$ cat config.mk
export PLATFORM = sky130hd
export DESIGN_NAME = serial_ripple_subtractor
export DESIGN_NICKNAME = d
export VERILOG_FILES = /design/src/rtl/serial_ripple_subtractor_pkg.sv /design/src/rtl/serial_ripple_subtractor_cell.sv /design/src/rtl/serial_ripple_subtractor.sv
export SDC_FILE = /design/constraint.sdc
export NUM_CORES = 1
export LEC_CHECK = 0
export CELL_PAD_IN_SITES_DETAIL_PLACEMENT = 1
export CELL_PAD_IN_SITES_GLOBAL_PLACEMENT = 2
export CORE_UTILIZATION = 33
export CTS_BUF_LIST = sky130_fd_sc_hd__clkbuf_8
export DETAILED_ROUTE_END_ITERATION = 10
export GPL_ROUTABILITY_DRIVEN = 1
export PLACE_DENSITY_LB_ADDON = 0.25
export SLEW_MARGIN = 10
export SYNTH_ARGS = -nofsm -noshare
export SYNTH_HDL_FRONTEND = slang
export SYNTH_SLANG_ARGS = --single-unit
$ cat constraint.sdc
create_clock -name clk -period 2.05 [get_ports clk]
set_clock_uncertainty 0.2 [all_clocks]
set_input_delay 0.3075 -clock clk [delete_from_list [all_inputs] [get_ports clk]]
set_output_delay 0.3075 -clock clk [all_outputs]
set_load 0.02 [all_outputs]
$ cat src/rtl/serial_ripple_subtractor_pkg.sv
// Shared definitions for the bit-serial arithmetic blocks.
//   state_t      : sequencer states (IDLE=0, SHIFT=1, FIN=2). Later serial
//                  arithmetic blocks reuse this encoding.
//   count_width  : width of a bit counter that must hold 0..w.
package serial_ripple_subtractor_pkg;

    typedef enum logic [1:0] {
        ST_IDLE  = 2'd0,
        ST_SHIFT = 2'd1,
        ST_FIN   = 2'd2
    } state_t;

    function automatic int count_width(input int w);
        return $clog2(w + 1);
    endfunction

endpackage

$ cat src/rtl/serial_ripple_subtractor_cell.sv
// full_subtractor: combinational one-bit subtractor cell, the bit-cell
// counterpart of full_adder.
//   a, b       : minuend bit, subtrahend bit
//   borrow_in  : borrow from the next-lower bit
//   diff       : a - b - borrow_in (mod 2)
//   borrow_out : set when a < b + borrow_in
module full_subtractor (
    input  logic a,
    input  logic b,
    input  logic borrow_in,
    output logic diff,
    output logic borrow_out
);

    assign diff       = a ^ b ^ borrow_in;
    assign borrow_out = (~a & b) | (~a & borrow_in) | (b & borrow_in);

endmodule

$ cat src/rtl/serial_ripple_subtractor.sv
// serial_ripple_subtractor: bit-serial unsigned subtractor, diff = a - b,
// one bit per clock, LSB first, through a single full_subtractor cell with
// a registered borrow.
//   clk       : rising-edge clock
//   rst_n     : asynchronous active-low reset
//   start     : request, sampled only in IDLE
//   a, b      : minuend / subtrahend, captured when start is accepted
//   busy      : high while bits are being shifted through the cell
//   done      : one-cycle pulse, diff valid
//   diff      : {final borrow, (a - b) mod 2^WIDTH}; two's complement
//   fsm_state : current sequencer state (observation only)
//
// Handshake: start is accepted on a rising edge where the block is IDLE and
// start=1; a and b are captured on that same edge. busy is high for the
// WIDTH following cycles, then done pulses for exactly one cycle with diff
// valid. diff then holds until the next operation's done. start seen while
// busy or during done is ignored; holding start high restarts the block
// each time it returns to IDLE.
module serial_ripple_subtractor
    import serial_ripple_subtractor_pkg::*;
#(
    parameter int WIDTH = 4
) (
    input  logic             clk,
    input  logic             rst_n,
    input  logic             start,
    input  logic [WIDTH-1:0] a,
    input  logic [WIDTH-1:0] b,
    output logic             busy,
    output logic             done,
    output logic [WIDTH:0]   diff,
    output state_t           fsm_state
);

    localparam int CW = count_width(WIDTH);

    state_t           state;
    state_t           next_state;
    logic [WIDTH-1:0] a_reg;
    logic [WIDTH-1:0] b_reg;
    logic [WIDTH-1:0] res_reg;
    logic             borrow;
    logic [CW-1:0]    count;
    logic             cell_diff;
    logic             cell_bout;
    logic             last_bit;

    full_subtractor u_cell (
        .a          (a_reg[0]),
        .b          (b_reg[0]),
        .borrow_in  (borrow),
        .diff       (cell_diff),
        .borrow_out (cell_bout)
    );

    assign last_bit  = (count == CW'(WIDTH - 1));
    assign fsm_state = state;

    // State register.
    always_ff @(posedge clk or negedge rst_n) begin
        if (!rst_n) begin
            state <= ST_IDLE;
        end else begin
            state <= next_state;
        end
    end

    // Next-state and handshake outputs.
    always_comb begin
        next_state = state;
        busy       = 1'b0;
        done       = 1'b0;
        case (state)
            ST_IDLE: begin
                if (start) begin
                    next_state = ST_SHIFT;
                end
            end
            ST_SHIFT: begin
                busy = 1'b1;
                if (last_bit) begin
                    next_state = ST_FIN;
                end
            end
            ST_FIN: begin
                done       = 1'b1;
                next_state = ST_IDLE;
            end
            default: begin
                next_state = ST_IDLE;
            end
        endcase
    end

    // Datapath: operand shift registers, borrow flop, bit counter, result.
    always_ff @(posedge clk or negedge rst_n) begin
        if (!rst_n) begin
            a_reg   <= '0;
            b_reg   <= '0;
            res_reg <= '0;
            borrow  <= 1'b0;
            count   <= '0;
            diff    <= '0;
        end else begin
            case (state)
                ST_IDLE: begin
                    if (start) begin
                        a_reg  <= a;
                        b_reg  <= b;
                        borrow <= 1'b0;
                        count  <= '0;
                    end
                end
                ST_SHIFT: begin
                    a_reg   <= a_reg >> 1;
                    b_reg   <= b_reg >> 1;
                    // Each new difference bit enters at the MSB, so after
                    // WIDTH shifts the first (LSB) bit has reached bit 0.
                    res_reg <= {cell_diff, res_reg[WIDTH-1:1]};
                    borrow  <= cell_bout;
                    count   <= count + CW'(1);
                    // Publish straight from the cell on the last bit so diff
                    // updates on FIN entry and holds through the next SHIFT.
                    if (last_bit) begin
                        diff <= {cell_bout, cell_diff, res_reg[WIDTH-1:1]};
                    end
                end
                default: begin
                end
            endcase
        end
    end

endmodule

* Yosys cells after proc, flatten, opt, wreduce, memory -nomap -nowiden
Index checks and enable logic that the tools add are counted.
Storage, ports and cells: input port bits 11, bits in registers 23, output and inout bits 9
Cells by class: $add $sub $neg 1, reductions and logical operators 5, multiplexer cells 13, equality and inequality tests 5, bitwise operators 8
Operators by type and width (count):
- case mux 4 bit (2 select lines) | 2
- two-way mux 4 bit | 2
- case mux 3 bit (2 select lines) | 1
- AND reduction 2 bit | 3
- two-way mux 2 bit | 2
- inequality test 2 bit (second input constant) | 2
- case mux 2 bit (2 select lines) | 1
- adder 3 x 1 -> 3 bit (second input constant) | 1
- bitwise AND 1 bit | 3
- == test 3 x 2 -> 1 bit (second input constant) | 1
- two-way mux 1 bit | 3
- two-way mux 3 bit | 1
- == test 2 x 1 -> 1 bit (second input constant) | 1
- == test 2 bit (second input constant) | 1
- zero test 2 bit | 1
- OR 1 bit | 2
- case mux 1 bit (2 select lines) | 1
- nonzero test 2 bit | 1
- bitwise XOR 1 bit | 2
- NOT 1 bit | 1

* Longest topological paths before layout
Gate-level depths: netlist of run 1.
word-level depth 5, depth in mapped cells 5

* Cells and area by module
Synthesis of run 1 repeated with hierarchy kept, for this count alone.
Unflattened totals: cell total of the unflattened synthesis 86, area total of the unflattened synthesis 975.9 µm²
Modules (own cells, without submodules):
- serial_ripple_subtractor | area an instance 948.4 µm², times used 1, cells each 83
- full_subtractor | area an instance 27.5 µm², times used 1, cells each 3

* Worst setup path before layout of run 1
OpenSTA, ideal clock, no wires.
path type reg-to-reg, from register count[0], to register diff[0], setup time 125 ps, period minus slack after synthesis 1618 ps, buffers on the path 0, cell stages (with the launch flop) 5, path slack 432 ps, arrival 1293 ps, required time 1725 ps, cells stage by stage dfrtp_1 > ha_1 > ha_1 > nand3b_1 > mux2_2
On the way: cells in the longest elaborated chain, start to end 2
Ends and longest elaborated chain:
- from (decl) | RTL line serial_ripple_subtractor.sv:43 | logic [CW-1:0] count;
- from (signal assigned) | RTL line serial_ripple_subtractor.sv:121 | count <= count + CW'(1);
- == test 3 x 2 -> 1 bit | RTL line serial_ripple_subtractor.sv:56 | assign last_bit = (count == CW'(WIDTH - 1));
- AND reduction 2 bit (no source line)
- to (signal assigned) | RTL line serial_ripple_subtractor.sv:125 | diff <= {cell_bout, cell_diff, res_reg[WIDTH-1:1]};
- to (decl) | RTL line serial_ripple_subtractor.sv:31 | output logic [WIDTH:0] diff,
No other way between the ends. A chain may end at the register's enable or synchronous reset.

* Worst setup path in the final report of run 1
from register state[1], in the netlist fsm_state[1], to output port fsm_state[1]
RTL lines:
- from (decl) | RTL line serial_ripple_subtractor.sv:37 | state_t state;
- from (signal assigned) | RTL line serial_ripple_subtractor.sv:64 | state <= next_state;
- to (decl) | RTL line serial_ripple_subtractor.sv:32 | output state_t fsm_state
No word-level cell between the ends.

==> flow_results.org, run 1 <==
** Global route
- The number of antenna violations at the first check in global routing is 0.
- After global routing the overflow that remains totals 0.
- Entering global routing, the biggest net connects 23 pins.
- The first global-routing pass estimated 3.581 mm of wire.
- The via count of the first global-routing pass was 750.
- Global routing used 15.03% of the available tracks across all layers.

** Timing
- Pin slew with the least headroom to its limit :: 0.5280 ns
- Total negative slack :: 0 ns
- Unrepaired setup endpoints after global routing :: no
- The routed design could run at a clock period as short as 1.887 ns.
- Static timing analysis puts the maximum clock frequency at 529.8 MHz.
- Setup violations remaining at the end of the flow were counted as 0.
- The final number of max-transition violations came to 0.
- Measured against its own limit, the worst slew margin works out to 64.73%.
- Number of failing hold endpoints at the final stage :: 0
- Share of the cycle needed by the critical path after routing :: 92.07%

** CTS
- For this design, the CTS-stage hold fixing added 0 buffers.
- In this run the number of H-tree levels came out at 1.
- After clock tree synthesis, the clock-pin slew on the worst setup and hold paths is 0.08 ns.
- The clock reaches the later pin of the worst-skew pair after 0.26 ns.
- Clock Sink Count :: 22
- In this run, post-CTS repair resized a total of 0 instances.
- The number of clock buffers added by TritonCTS is 3.
- Root Buffer :: clkbuf_8
- The number of setup buffers added after CTS is 0.
- No sink is reached through more buffers than the 2 on the longest clock path.
- TritonCTS built the clock tree.

** Detailed routing
- After detailed routing, the number of vias per cell comes to 5.014.
- DR pass1 iterations :: 2
- DRC marker count from the first detailed-route iteration :: 1
- After detailed routing, the total wire length is 2.034 mm.
- In the routed design, unresolved DRC markers number 0.
- In this run the remaining antenna-violating nets after routing total 0.
- Count of vias placed by the detailed router :: 697
- In the final routed layout, each cell accounts on average for 14.63 µm.

** Finish
- Net total in the final layout :: 123
- The finished cells cover 1257 µm².
- Fraction of layout instances using a drive strength above 1 :: 15.74%
- Area added between synthesis and finish :: 31.72%
- Number of flip-flops under the largest register name :: 5
- Antenna Diode Count :: 0
- Leaving out fill and tap cells, the most frequent cell in the layout is dfrtp_1.
- In the layout the commonest cells are dfrtp_1 (22), clkdlybuf4s50_1 (17), o22ai_1 (10).

** Synth
- The cell area that synthesis handed to floorplanning was 954.7 µm².
- Synthesized netlist net count :: 97
- Share of the synthesized area in the top cell type :: 57.67%
- For this run, the number of Yosys warnings is 0.
- Avg Synthesized Cell Area :: 11.50 µm²
- Count of distinct cell types in the synthesized netlist :: 20
- Number of register bits inferred by synthesis :: 22
- Largest cells by area after synthesis :: dfrtp_1 (58%), mux2_2 (7.1%), o22ai_1 (6.6%), o21ai_0 (4.2%), a21oi_1 (3.7%)
- The share of the Yosys chip area taken by registers is 57.67%.
- Cell count after synthesis :: 83
- Cell type with the highest aggregate area in the netlist :: dfrtp_1

** Die
- Total core area :: 2758 µm²
- 20 I/O pins were placed.
- In this run the vertical extent of the chip is 55.79 µm.
- The floorplan step defined a die boundary enclosing 3112 µm².
- From left edge to right edge, the die measures 55.79 µm.
- Standard-cell rows :: 19
- Initial Utilization :: 34.62%

** Worst setup path
- Data on the critical path is required at its endpoint by 1.54 ns.
- Register-to-register setup slack :: 0.27 ns
- Kind of end point of the critical path :: primary output
- Setup CP Type :: register to primary output
- The worst setup path is launched from a register.
- Worst-path fanout max :: 8
- Crit path DAT :: 1.38 ns

** Place
- Port-buffer cells :: 19
- Routability congestion estimate :: 0.7035
- Detailed Place HPWL :: 1.508 mm
- Area after detailed placement :: 1197 µm²

** Flow run
- Number of violations of the max-capacitance limit :: 0

** Run status
- Status :: complete, no violations

** Power
- The worst-case IR drop observed on VDD is 0.8485 mV.
- In this run the static leakage power is 0.5799 nW.
- Power density of the placed cells :: 1556 nW/µm²

** Hold path
- In this run the worst hold path is classified as input pin to async pin.
-- critical path, stage by stage (launching register included) --
cell and delay (ns):
dfrtp_1 0.37, buf_4 0.16, clkdlybuf4s50_1 0.60
-- where the power goes --
| part | switching (mW) | internal [mW] |
|---|---|---|
| Combinational | 0.449 | 0.435 |
| Sequential | 0.129 | 0.640 |
| Clock | 0.133 | 0.171 |
-- Yosys cell counts --
cell type	number
o21bai_1	1
buf_2	1
o22ai_1	10
nand3b_1	1
nand2_1	6
buf_6	1
inv_1	7
a21oi_1	7
or4b_4	1
buf_4	1
dfrtp_1	22
nor2b_1	1
a22o_1	2
o21ai_0	8
nor2_1	2
fa_1	1
nand2b_1	2
mux2_2	6
o21ai_2	1
ha_1	2
-- cell type report --
class | instances | area [µm²]
clock buffers | 4 | 55.05
repair buffers | 24 | 232.7
inverters | 7 | 26.28
flip-flops and latches | 22 | 550.5
well taps | 31 | 38.79
fillers | 301 | 1500
multi-input cells | 51 | 354.1
-- cell families (layout without fill, tap and decap cells) --
group	Yosys count	after routing	synth area share, %
AO/OA/AOI/OAI	29	29	17.96
adder cells (fa/ha/maj)	3	3	4.718
buffers and inverters	10	35	5.243
flip-flops	22	22	57.67
multiplexers	6	6	7.077
AND/OR/NAND/NOR	13	13	7.340
-- per-layer routing --
metal	global-route usage (%)	vias to the layer above	share of wire [%]
met4	3.214	0	0.84
met3	4.186	2	3.6
met1	19.64	334	46
li1	-	345	-
met5	0	-	0
met2	24.96	16	50
-- metrics by stage --
stage | setup WS [ns] | power (mW) | hold WS (ns) | cells | utilization [%]
floorplan | 0.4318 | 1.344 | -0.1881 | 83 | -
global placement | 0.2898 | 1.645 | 0.2625 | 135 | 43.42
detailed placement | 0.2546 | 1.688 | 0.2786 | 135 | 43.42
CTS | 0.004811 | 1.996 | 0.2044 | 139 | 45.42
global route | 0.09000 | 2.141 | 0.2195 | 139 | 45.60
finish | 0.1625 | 1.957 | 0.1974 | 139 | 45.60
-- final timing paths --
| check | start | end | depth (start not counted) |
|---|---|---|---|
| worst min-delay path | rst_n | count[1] | 2 |
| worst max-delay path | fsm_state[1] | fsm_state[1] | 2 |
| max in group asynchronous | rst_n | a_reg[0] | 2 |
| worst max register to register | count[0] | diff[1] | 4 |
| worst min register to register | diff[3] | diff[3] | 2 |
| min in group clk | diff[3] | diff[3] | 2 |
Note: power is estimated with default switching activity, not from simulation.
==> inputs of run 2 (changes only) <==
- MAX_ROUTING_LAYER: unset -> met4
==> run 2 against run 1 <==
Effect of this change:
- critical path depth did not move
- global-route usage rose by 0.43 points
- cell count did not move
- utilization did not move
- via count did not move
- largest power group unchanged
- combinational power barely moved
- critical path type unchanged
- setup slack barely moved
==> flow_results.org, run 2 (same netlist as run 1, synthesis figures left out) <==
** Run status
- Status :: complete, no violations

** Die
- Standard-cell rows :: 19
- Once the floorplan was initialized, standard cells occupied 34.62% of the core.
- Total core area :: 2758 µm²
- IO Count :: 20
- In this run the vertical extent of the chip is 55.79 µm.
- In this run the horizontal extent of the chip is 55.79 µm.
- Floorplan die area :: 3112 µm²

** Power
- Pleak :: 0.5799 nW
- Power density of the placed cells :: 1556 nW/µm²
- Worst IR drop on VDD :: 0.8487 mV

** Global route
- Final global-route overflow total :: 0
- The first global-routing pass estimated 3.588 mm of wire.
- The number of antenna violations at the first check in global routing is 0.
- The via count of the first global-routing pass was 746.
- Entering global routing, the biggest net connects 23 pins.
- In the global route stage, overall resource usage came out at 15.46%.

** Worst setup path
- Among all stages on the critical path, the largest delay is contributed by clkdlybuf4s50_1.
- At the worst endpoint, the arrival time is 1.38 ns.
- Worst Reg-to-Reg Cells :: 4
- Launching element type of the critical path :: register
- Worst Path Required :: 1.54 ns
- The critical path is of the register to primary output type.
- In this run the worst path has a maximum fanout of 8.
- Crit path largest cell delay :: 0.60 ns
- Walking the worst path, the cells encountered are buf_4 -> clkdlybuf4s50_1.
- The worst setup path is captured at a primary output.

** Timing
- In the finished design, the share of the clock period the worst path needs comes to 92.09%.
- Setup violations remaining at the end of the flow were counted as 0.
- Final Slew Violations :: 0
- Subtracting the final worst setup slack from the clock period gives 1.888 ns.
- The number of hold-slack violations in the final timing report came to 0.
- For this run, the top clock speed supported by timing is 529.7 MHz.
- Setup repair after global routing left no endpoint under its margin.
- For the pin with the worst max-slew slack, the measured transition is 0.5284 ns.
- Total negative slack :: 0 ns
- Headroom to the max-slew limit :: 64.70%

** CTS
- Cts bufs inserted :: 3
- Maximum level of the CTS H-tree :: 1
- Worst-skew pair later-pin latency :: 0.26 ns
- CTS Hold Bufs :: 0
- Clock Sink Count :: 22
- Root Buffer :: clkbuf_8
- TritonCTS built the clock tree.
- CTS clk-pin slew, worst paths :: 0.08 ns
- Counting along the longest clock path gives a buffer depth of 2.

** Place
- Placed Cells incl. Taps :: 135
- Input and output buffers added on the ports amount to 19.
- The congestion estimate from routability-driven global placement came to 0.7113.
- Detailed placement ended at an HPWL of 1.508 mm.

** Detailed routing
- After the first detailed-routing iteration, the DRC count stood at 1.
- Vias/cell :: 5.014
- Post-detailed-route count of antenna-violating nets :: 0
- The final layout contains routed wiring with a total length of 2.035 mm.
- Dividing the detail-routed wire length by the instance count gives 14.64 µm.
- Count of vias placed by the detailed router :: 697
- DR pass1 iterations :: 2
- After detailed routing, the number of remaining DRC violations is 0.

** Finish
- Final cell count without fillers :: 139
- Leaving out fill and tap cells, the most frequent cells in the layout are dfrtp_1 (22), clkdlybuf4s50_1 (17), o22ai_1 (10).
- Filler cell count :: 301
- Net total in the final layout :: 123
- Number of flip-flops under the largest register name :: 5
- Area added between synthesis and finish :: 31.72%
- Leading cell type in the layout, fill and taps excluded :: dfrtp_1
- The post-route netlist has 15.74% of its cells at a drive strength greater than 1.
- Antenna Diode Count :: 0

** Hold path
- Kind of path behind the tightest hold check :: input pin to async pin

** Flow run
- Number of violations of the max-capacitance limit :: 0
run 2: metal layers:
metal	vias to the layer above	GRT usage, %	share of wire (%)
met2	16	24.96	50
met5	-	-	0
met1	334	19.64	46
met3	2	4.186	3.6
li1	345	-	-
met4	0	3.214	0.84
run 2: per-stage QoR:
step	total power [mW]	util (%)	cell area, µm²	hold WS (ns)	setup slack, ns
after global placement	1.645	43.42	1197	0.2625	0.2898
after floorplan	1.344	-	954.7	-0.1881	0.4318
after global routing	2.141	45.60	1257	0.2195	0.09000
final	1.957	45.60	1257	0.1972	0.1621
after CTS	1.996	45.42	1252	0.2044	0.004811
after detailed placement	1.688	43.42	1197	0.2786	0.2546
run 2: final cells by class:
cell class              count  area (µm²)  share of cell area [%]
inverters                   7       26.28                   2.090
repair buffers             24       232.7                   18.51
flip-flops and latches     22       550.5                   43.78
multi-input cells          51       354.1                   28.16
well taps                  31       38.79                   3.085
clock buffers               4       55.05                   4.378
run 2: final timing paths:
kind	from	end	slack [ns]
max in group asynchronous	rst_n	a_reg[0]	1.23
hold / removal	rst_n	count[1]	0.20
hold reg to reg	diff[3]	diff[3]	0.29
min in group clk	diff[3]	diff[3]	0.29
setup reg to reg	count[0]	diff[1]	0.27
setup / recovery	fsm_state[1]	fsm_state[1]	0.16
run 2: where the power goes:
part	switching [mW]	internal, mW
sequential	0.129	0.640
combinational	0.449	0.435
clock	0.133	0.171
total	0.711	1.25
run 2: what timing repair did:
item	4_1_cts	5_1_grt
gates resized for setup	0	2
setup buffers	0	0
endpoints found under the setup margin	0	2
run 2: critical path: cells and delay by family, from the launching register on:
family	cells	cell delay, ns
buf+inv	2	0.76
flops	1	0.37
